===== config.mk =====
export PLATFORM = sky130hd
export DESIGN_NAME = fetch_unit
export DESIGN_NICKNAME = d
export VERILOG_FILES = /design/src/rtl/fetch_unit.sv
export SDC_FILE = /design/constraint.sdc
export NUM_CORES = 1
export LEC_CHECK = 0
export ABC_AREA = 1
export CORE_ASPECT_RATIO = 1.4
export CORE_MARGIN = 1.5
export CORE_UTILIZATION = 61
export CTS_BUF_LIST = sky130_fd_sc_hd__clkbuf_4 sky130_fd_sc_hd__clkbuf_8
export DETAILED_ROUTE_END_ITERATION = 6
export PLACE_DENSITY = 0.95
export SLEW_MARGIN = 20
export SYNTH_ARGS = -nofsm -noshare
export SYNTH_HDL_FRONTEND = slang
export SYNTH_SLANG_ARGS = --single-unit

===== constraint.sdc =====
create_clock -name clk -period 8.4 [get_ports clk]
set_clock_uncertainty 0.2 [all_clocks]
set_input_delay 1.68 -clock clk [delete_from_list [all_inputs] [get_ports clk]]
set_output_delay 1.68 -clock clk [all_outputs]
set_load 0.02 [all_outputs]

===== src/rtl/fetch_unit.sv =====
// fetch_unit: instruction-fetch stage. Single-outstanding imem req/ack, prefetch FIFO,
// registered decode interface. Define FETCH_PERF_EN to add FetchCount/SquashCount.
module fetch_unit #(
    parameter logic [15:0] RESET_PC  = 16'h0000,
    parameter logic [15:0] PC_INC    = 16'd1,
    parameter int unsigned BUF_DEPTH = 2,
    parameter logic [15:0] NOP_INSTR = 16'h0000
) (
    input  logic        clk,
    input  logic        rst,
    input  logic        Stall,
    input  logic        Redirect,
    input  logic [15:0] TruePC,
    output logic        IMemReq,
    output logic [15:0] IMemAddr,
    input  logic        IMemAck,
    input  logic [15:0] IMemData,
    output logic [15:0] Instruct,
    output logic [15:0] NextPC,
    output logic        InstrValid
`ifdef FETCH_PERF_EN
    ,
    output logic [15:0] FetchCount,
    output logic [15:0] SquashCount
`endif
);

    localparam int unsigned PC_W  = 16;
    localparam int unsigned PTR_W = (BUF_DEPTH > 1) ? $clog2(BUF_DEPTH) : 1;
    localparam int unsigned CNT_W = $clog2(BUF_DEPTH) + 1;

    typedef struct packed {
        logic [PC_W-1:0] instr;
        logic [PC_W-1:0] npc;
    } fifo_entry_t;

    typedef enum logic [1:0] {
        S_IDLE = 2'd0,
        S_REQ  = 2'd1,
        S_DROP = 2'd2
    } state_t;

    state_t            r_state;
    logic [PC_W-1:0]   r_fetch_pc;
    logic              r_req;
    logic [PC_W-1:0]   r_addr;
    logic [PTR_W-1:0]  r_wr_ptr;
    logic [PTR_W-1:0]  r_rd_ptr;
    logic [CNT_W-1:0]  r_count;
    logic [PC_W-1:0]   r_instr;
    logic [PC_W-1:0]   r_npc;
    logic              r_valid;
    fifo_entry_t       r_mem [BUF_DEPTH];

    logic              w_ack;
    logic              w_push;
    logic              w_pop;
    logic [CNT_W-1:0]  w_count_next;
    logic [PC_W-1:0]   w_pc_inc;
    fifo_entry_t       w_head;

    assign w_ack        = r_req & IMemAck;
    assign w_push       = (r_state == S_REQ) & w_ack & ~Redirect;
    assign w_pop        = ~Redirect & ~Stall & (r_count != '0);
    assign w_count_next = r_count + CNT_W'(w_push) - CNT_W'(w_pop);
    assign w_pc_inc     = r_fetch_pc + PC_INC;
    assign w_head       = r_mem[r_rd_ptr];

    // Prefetch storage: data-only, no reset needed.
    always_ff @(posedge clk) begin
        if (w_push) begin
            r_mem[r_wr_ptr] <= '{instr: IMemData, npc: w_pc_inc};
        end
    end

    // FIFO pointers/occupancy; a redirect flushes everything.
    always_ff @(posedge clk or negedge rst) begin
        if (!rst) begin
            r_wr_ptr <= '0;
            r_rd_ptr <= '0;
            r_count  <= '0;
        end else if (Redirect) begin
            r_wr_ptr <= '0;
            r_rd_ptr <= '0;
            r_count  <= '0;
        end else begin
            if (w_push) r_wr_ptr <= r_wr_ptr + PTR_W'(1);
            if (w_pop)  r_rd_ptr <= r_rd_ptr + PTR_W'(1);
            r_count <= w_count_next;
        end
    end

    // Decode-facing output register: redirect > stall > pop > bubble.
    always_ff @(posedge clk or negedge rst) begin
        if (!rst) begin
            r_instr <= NOP_INSTR;
            r_npc   <= '0;
            r_valid <= 1'b0;
        end else if (Redirect) begin
            r_instr <= NOP_INSTR;
            r_valid <= 1'b0;
        end else if (!Stall) begin
            if (r_count != '0) begin
                r_instr <= w_head.instr;
                r_npc   <= w_head.npc;
                r_valid <= 1'b1;
            end else begin
                r_instr <= NOP_INSTR;
                r_valid <= 1'b0;
            end
        end
    end

    // Request FSM; a request, once raised, is held until acked (DROP absorbs stale acks).
    always_ff @(posedge clk or negedge rst) begin
        if (!rst) begin
            r_state    <= S_IDLE;
            r_fetch_pc <= RESET_PC;
            r_req      <= 1'b0;
            r_addr     <= RESET_PC;
        end else begin
            case (r_state)
                S_IDLE: begin
                    if (Redirect) begin
                        r_fetch_pc <= TruePC;
                    end else if (r_count < CNT_W'(BUF_DEPTH)) begin
                        r_state <= S_REQ;
                        r_req   <= 1'b1;
                        r_addr  <= r_fetch_pc;
                    end
                end
                S_REQ: begin
                    if (Redirect) begin
                        r_fetch_pc <= TruePC;
                        if (IMemAck) begin
                            r_addr <= TruePC;
                        end else begin
                            r_state <= S_DROP;
                        end
                    end else if (IMemAck) begin
                        r_fetch_pc <= w_pc_inc;
                        if (w_count_next < CNT_W'(BUF_DEPTH)) begin
                            r_addr <= w_pc_inc;
                        end else begin
                            r_state <= S_IDLE;
                            r_req   <= 1'b0;
                        end
                    end
                end
                S_DROP: begin
                    if (Redirect) r_fetch_pc <= TruePC;
                    // FIFO is empty here, so there is always room to restart.
                    if (IMemAck) begin
                        r_state <= S_REQ;
                        r_addr  <= Redirect ? TruePC : r_fetch_pc;
                    end
                end
                default: begin
                    r_state <= S_IDLE;
                    r_req   <= 1'b0;
                end
            endcase
        end
    end

    assign IMemReq    = r_req;
    assign IMemAddr   = r_addr;
    assign Instruct   = r_instr;
    assign NextPC     = r_npc;
    assign InstrValid = r_valid;

`ifdef FETCH_PERF_EN
    logic [PC_W-1:0] r_fetch_cnt;
    logic [PC_W-1:0] r_squash_cnt;
    logic            w_drop_ack;
    logic [PC_W-1:0] w_flushed;
    logic [PC_W-1:0] w_sq_base;
    logic [PC_W:0]   w_sq_sum;

    assign w_drop_ack = w_ack & (Redirect | (r_state == S_DROP));
    assign w_flushed  = Redirect ? PC_W'(r_count) : '0;
    assign w_sq_base  = r_squash_cnt + PC_W'(w_drop_ack);
    assign w_sq_sum   = {1'b0, w_sq_base} + {1'b0, w_flushed};

    // Flushed-entry update saturates; the single-ack increment wraps.
    always_ff @(posedge clk or negedge rst) begin
        if (!rst) begin
            r_fetch_cnt  <= '0;
            r_squash_cnt <= '0;
        end else begin
            if (w_ack) r_fetch_cnt <= r_fetch_cnt + PC_W'(1);
            r_squash_cnt <= w_sq_sum[PC_W] ? {PC_W{1'b1}} : w_sq_sum[PC_W-1:0];
        end
    end

    assign FetchCount  = r_fetch_cnt;
    assign SquashCount = r_squash_cnt;
`endif

endmodule


==> impl_metrics.tcl <==
set metrics [dict create \
    portBuffers 86 \
    seqPwrFrac 0.389 \
    ant_nets 0 \
    worstSetupPathType "in2reg" \
    drt-total-wl_um 14300 \
    netSwitchingFraction 0.394 \
    path_clk_slew_ps 70 \
    tritoncts "built" \
    diodes 0 \
    min_path_type "reg2reg" \
    netlist_area_um2 6230 \
    cts_sinks 136 \
    finalSetupViolCount 0 \
    maxCapViolations 0 \
    core_um2 9900 \
    power_uw 2560 \
    slowest_stage "nor3_4" \
    ys_types 38 \
    ys_seq_area_frac 0.597 \
    initial_core_util 0.630 \
    final_net_count 767 \
    cts_resized 0 \
    ys_seq_elements 136 \
    maxSlewHeadroom 0.246 \
    holdWs_ps 291 \
    hpwlAfterDp_um 9410 \
    cellLeakagePower_uw 0.00312 \
    globalRouteOverflowTotal 0 \
    pin_count 87 \
    synth_largest_area_cell "edfxtp_1" \
    h-tree-depth 4 \
    cp.required_ps 8510 \
    worstMarginPinSlew_ps 1130 \
    gp_congestion 0.891 \
    power_frac_clock 0.199 \
    ctsHoldBuffers 0 \
    p_comb_frac 0.413 \
    cp_max_fo 34 \
    viasPerCell 5.82 \
    ir_worst_vdd_v 0.000241 \
    num_vias 5071 \
    rows 43 \
    p_switching_uw 1010 \
    die_h_um 123 \
    clk-insertion-delay-late_ps 430 \
    wl_per_cell_um 16.4 \
    cp_slowest_stage_delay_ps 1080 \
    drt-initial-drc-count 349 \
    ys.warnings.count 0 \
    tns_ps 0 \
    timing.fmax_ghz 0.184 \
    avgSynthCellArea_um2 9.65 \
    grt_pass1_vias 4985 \
    area_growth_pct 20.2 \
    drive_above_1_share 0.0774 \
    period_needed_ps 5450 \
    crit_path_start_kind "input port" \
    p_int_uw 1550 \
    track_usage 0.288 \
    grt_start_max_net_pins 73 \
    fp.dieW_um 88.4 \
    antenna_found_initial 0 \
    grt_pass1_wl_um 23600 \
    place_ws_ps 2590 \
    synth.top_cell.area_share 0.308 \
    synthArstFlopShare 0.529 \
    drv_slew 0 \
    setup_ws_ps 2950 \
    final_common_cell "nand2_1" \
    synthFlopType "dfrtp_1" \
    die_area_um2 10800 \
    synth.area.top_cells "edfxtp_1, dfrtp_1, nand2_1" \
    dr.pass1.iters 5 \
    grt_setup_unrepaired "false" \
    fin_crit_sh 0.649 \
    crit_arrival_ps 5550 \
    postCtsSetupBuffers 0 \
    synth-edff-count 64 \
    hold_viol 0 \
    cts.root.buffer_cell "clkbuf_8" \
    drc 0 \
    outcome "completed" \
    path_cells "clkdlybuf4s50_1 -> nor3_4 -> ha_1 -> inv_1 -> ha_1 -> xnor2_2 -> nand3_1 -> nand2_1 -> inv_1 -> o21ai_0 -> o21ai_0" \
    cts_made_buffers 17 \
    mostFrequentLayoutCells "nand2_1, clkdlybuf4s50_1, dfrtp_1" \
    p_per_area_nw_per_um2 342 \
    cp-end-kind "register" \
    synthesis.nets 690 \
    synthesis.instances 646 \
    cts_buffer_depth 2 \
]
[through the flow]
step                      instances  utilization  area [um^2]
after floorplan                 646            -         6230
after global placement          839        0.718         7110
after detailed placement        839        0.718         7110
after CTS                       871        0.756         7490
after global routing            871        0.757         7490
final                           871        0.757         7490
[layer usage]
| layer | track usage | vias to the layer above | part of all wire |
|---|---|---|---|
| li1 | - | 2341 | - |
| met1 | 0.340 | 2401 | 0.38 |
| met2 | 0.490 | 277 | 0.52 |
| met3 | 0.0841 | 52 | 0.069 |
| met4 | 0.118 | 0 | 0.030 |
| met5 | 0 | - | 0 |
[power groups by stage]
stage / sequential, uW / combinational, uW / clock (uW)
after floorplan: 1080 / 619 / 0
after global placement: 997 / 978 / 0
after detailed placement: 1000 / 1030 / 0
after CTS: 994 / 1040 / 518
after global routing: 1010 / 1170 / 549
final: 997 / 1060 / 510
[registers in the layout (all words and copies together), names as in the netlist]
name,cells
r_mem,64
IMemReq,1
r_count,2
NextPC,16
r_rd_ptr,1
r_wr_ptr,1
Instruct,16
InstrValid,1
r_state,2
IMemAddr,16
r_fetch_pc,16
[cell families after synthesis]
logic type      after synthesis  share of synthesized area
simple gates                277                      0.183
flops                       136                      0.597
compound gates              131                      0.114
buf+inv                      71                     0.0532
mux                          16                     0.0257
xor+xnor                      8                     0.0124
fa+ha+maj                     7                     0.0140
[worst paths after layout]
path / from / to / slack, ps / cells after the start
min in group asynchronous: rst / IMemAddr[8]$_DFFE_PN0P_ / 1260 / 2
min: IMemAddr[8]$_DFFE_PN0P_ / IMemAddr[8]$_DFFE_PN0P_ / 290 / 2
min reg2reg: IMemAddr[8]$_DFFE_PN0P_ / IMemAddr[8]$_DFFE_PN0P_ / 290 / 2
max: Stall / IMemAddr[2]$_DFFE_PN0P_ / 2950 / 11
max reg2reg: r_state[1]$_DFFE_PN0P_ / IMemAddr[2]$_DFFE_PN0P_ / 4480 / 14
max in group asynchronous: rst / Instruct[5]$_DFFE_PN0P_ / 6130 / 2
[synthesized netlist by cell type (all sizes together) (3+ instances only)]
master and n:
a21oi 34, a31oi 16, buf 27, clkbuf 6, dfrtp 72, edfxtp 64
ha 7, inv 38, mux2i 16, nand2 183, nand3 29, nand4 3
nor2 54, nor3 3, o21ai 63, o22ai 11, xor2 7
[critical path, delay by kind of cell]
family	cells	cell delay (ps)
compound gates	2	240
simple gates	3	1860
buf+inv	3	1040
fa+ha+maj	2	570
xor+xnor	1	150
[final cells by class]
cell class | count | area (um^2)
clock buffer | 21 | 270
multi-input combinational | 439 | 2190
tap | 135 | 169
inverter | 38 | 143
fill | 669 | 2410
clock inverter | 11 | 105
timing repair buffer | 91 | 893
sequential | 136 | 3720
No activity file was read; power rests on OpenSTA's default activity.
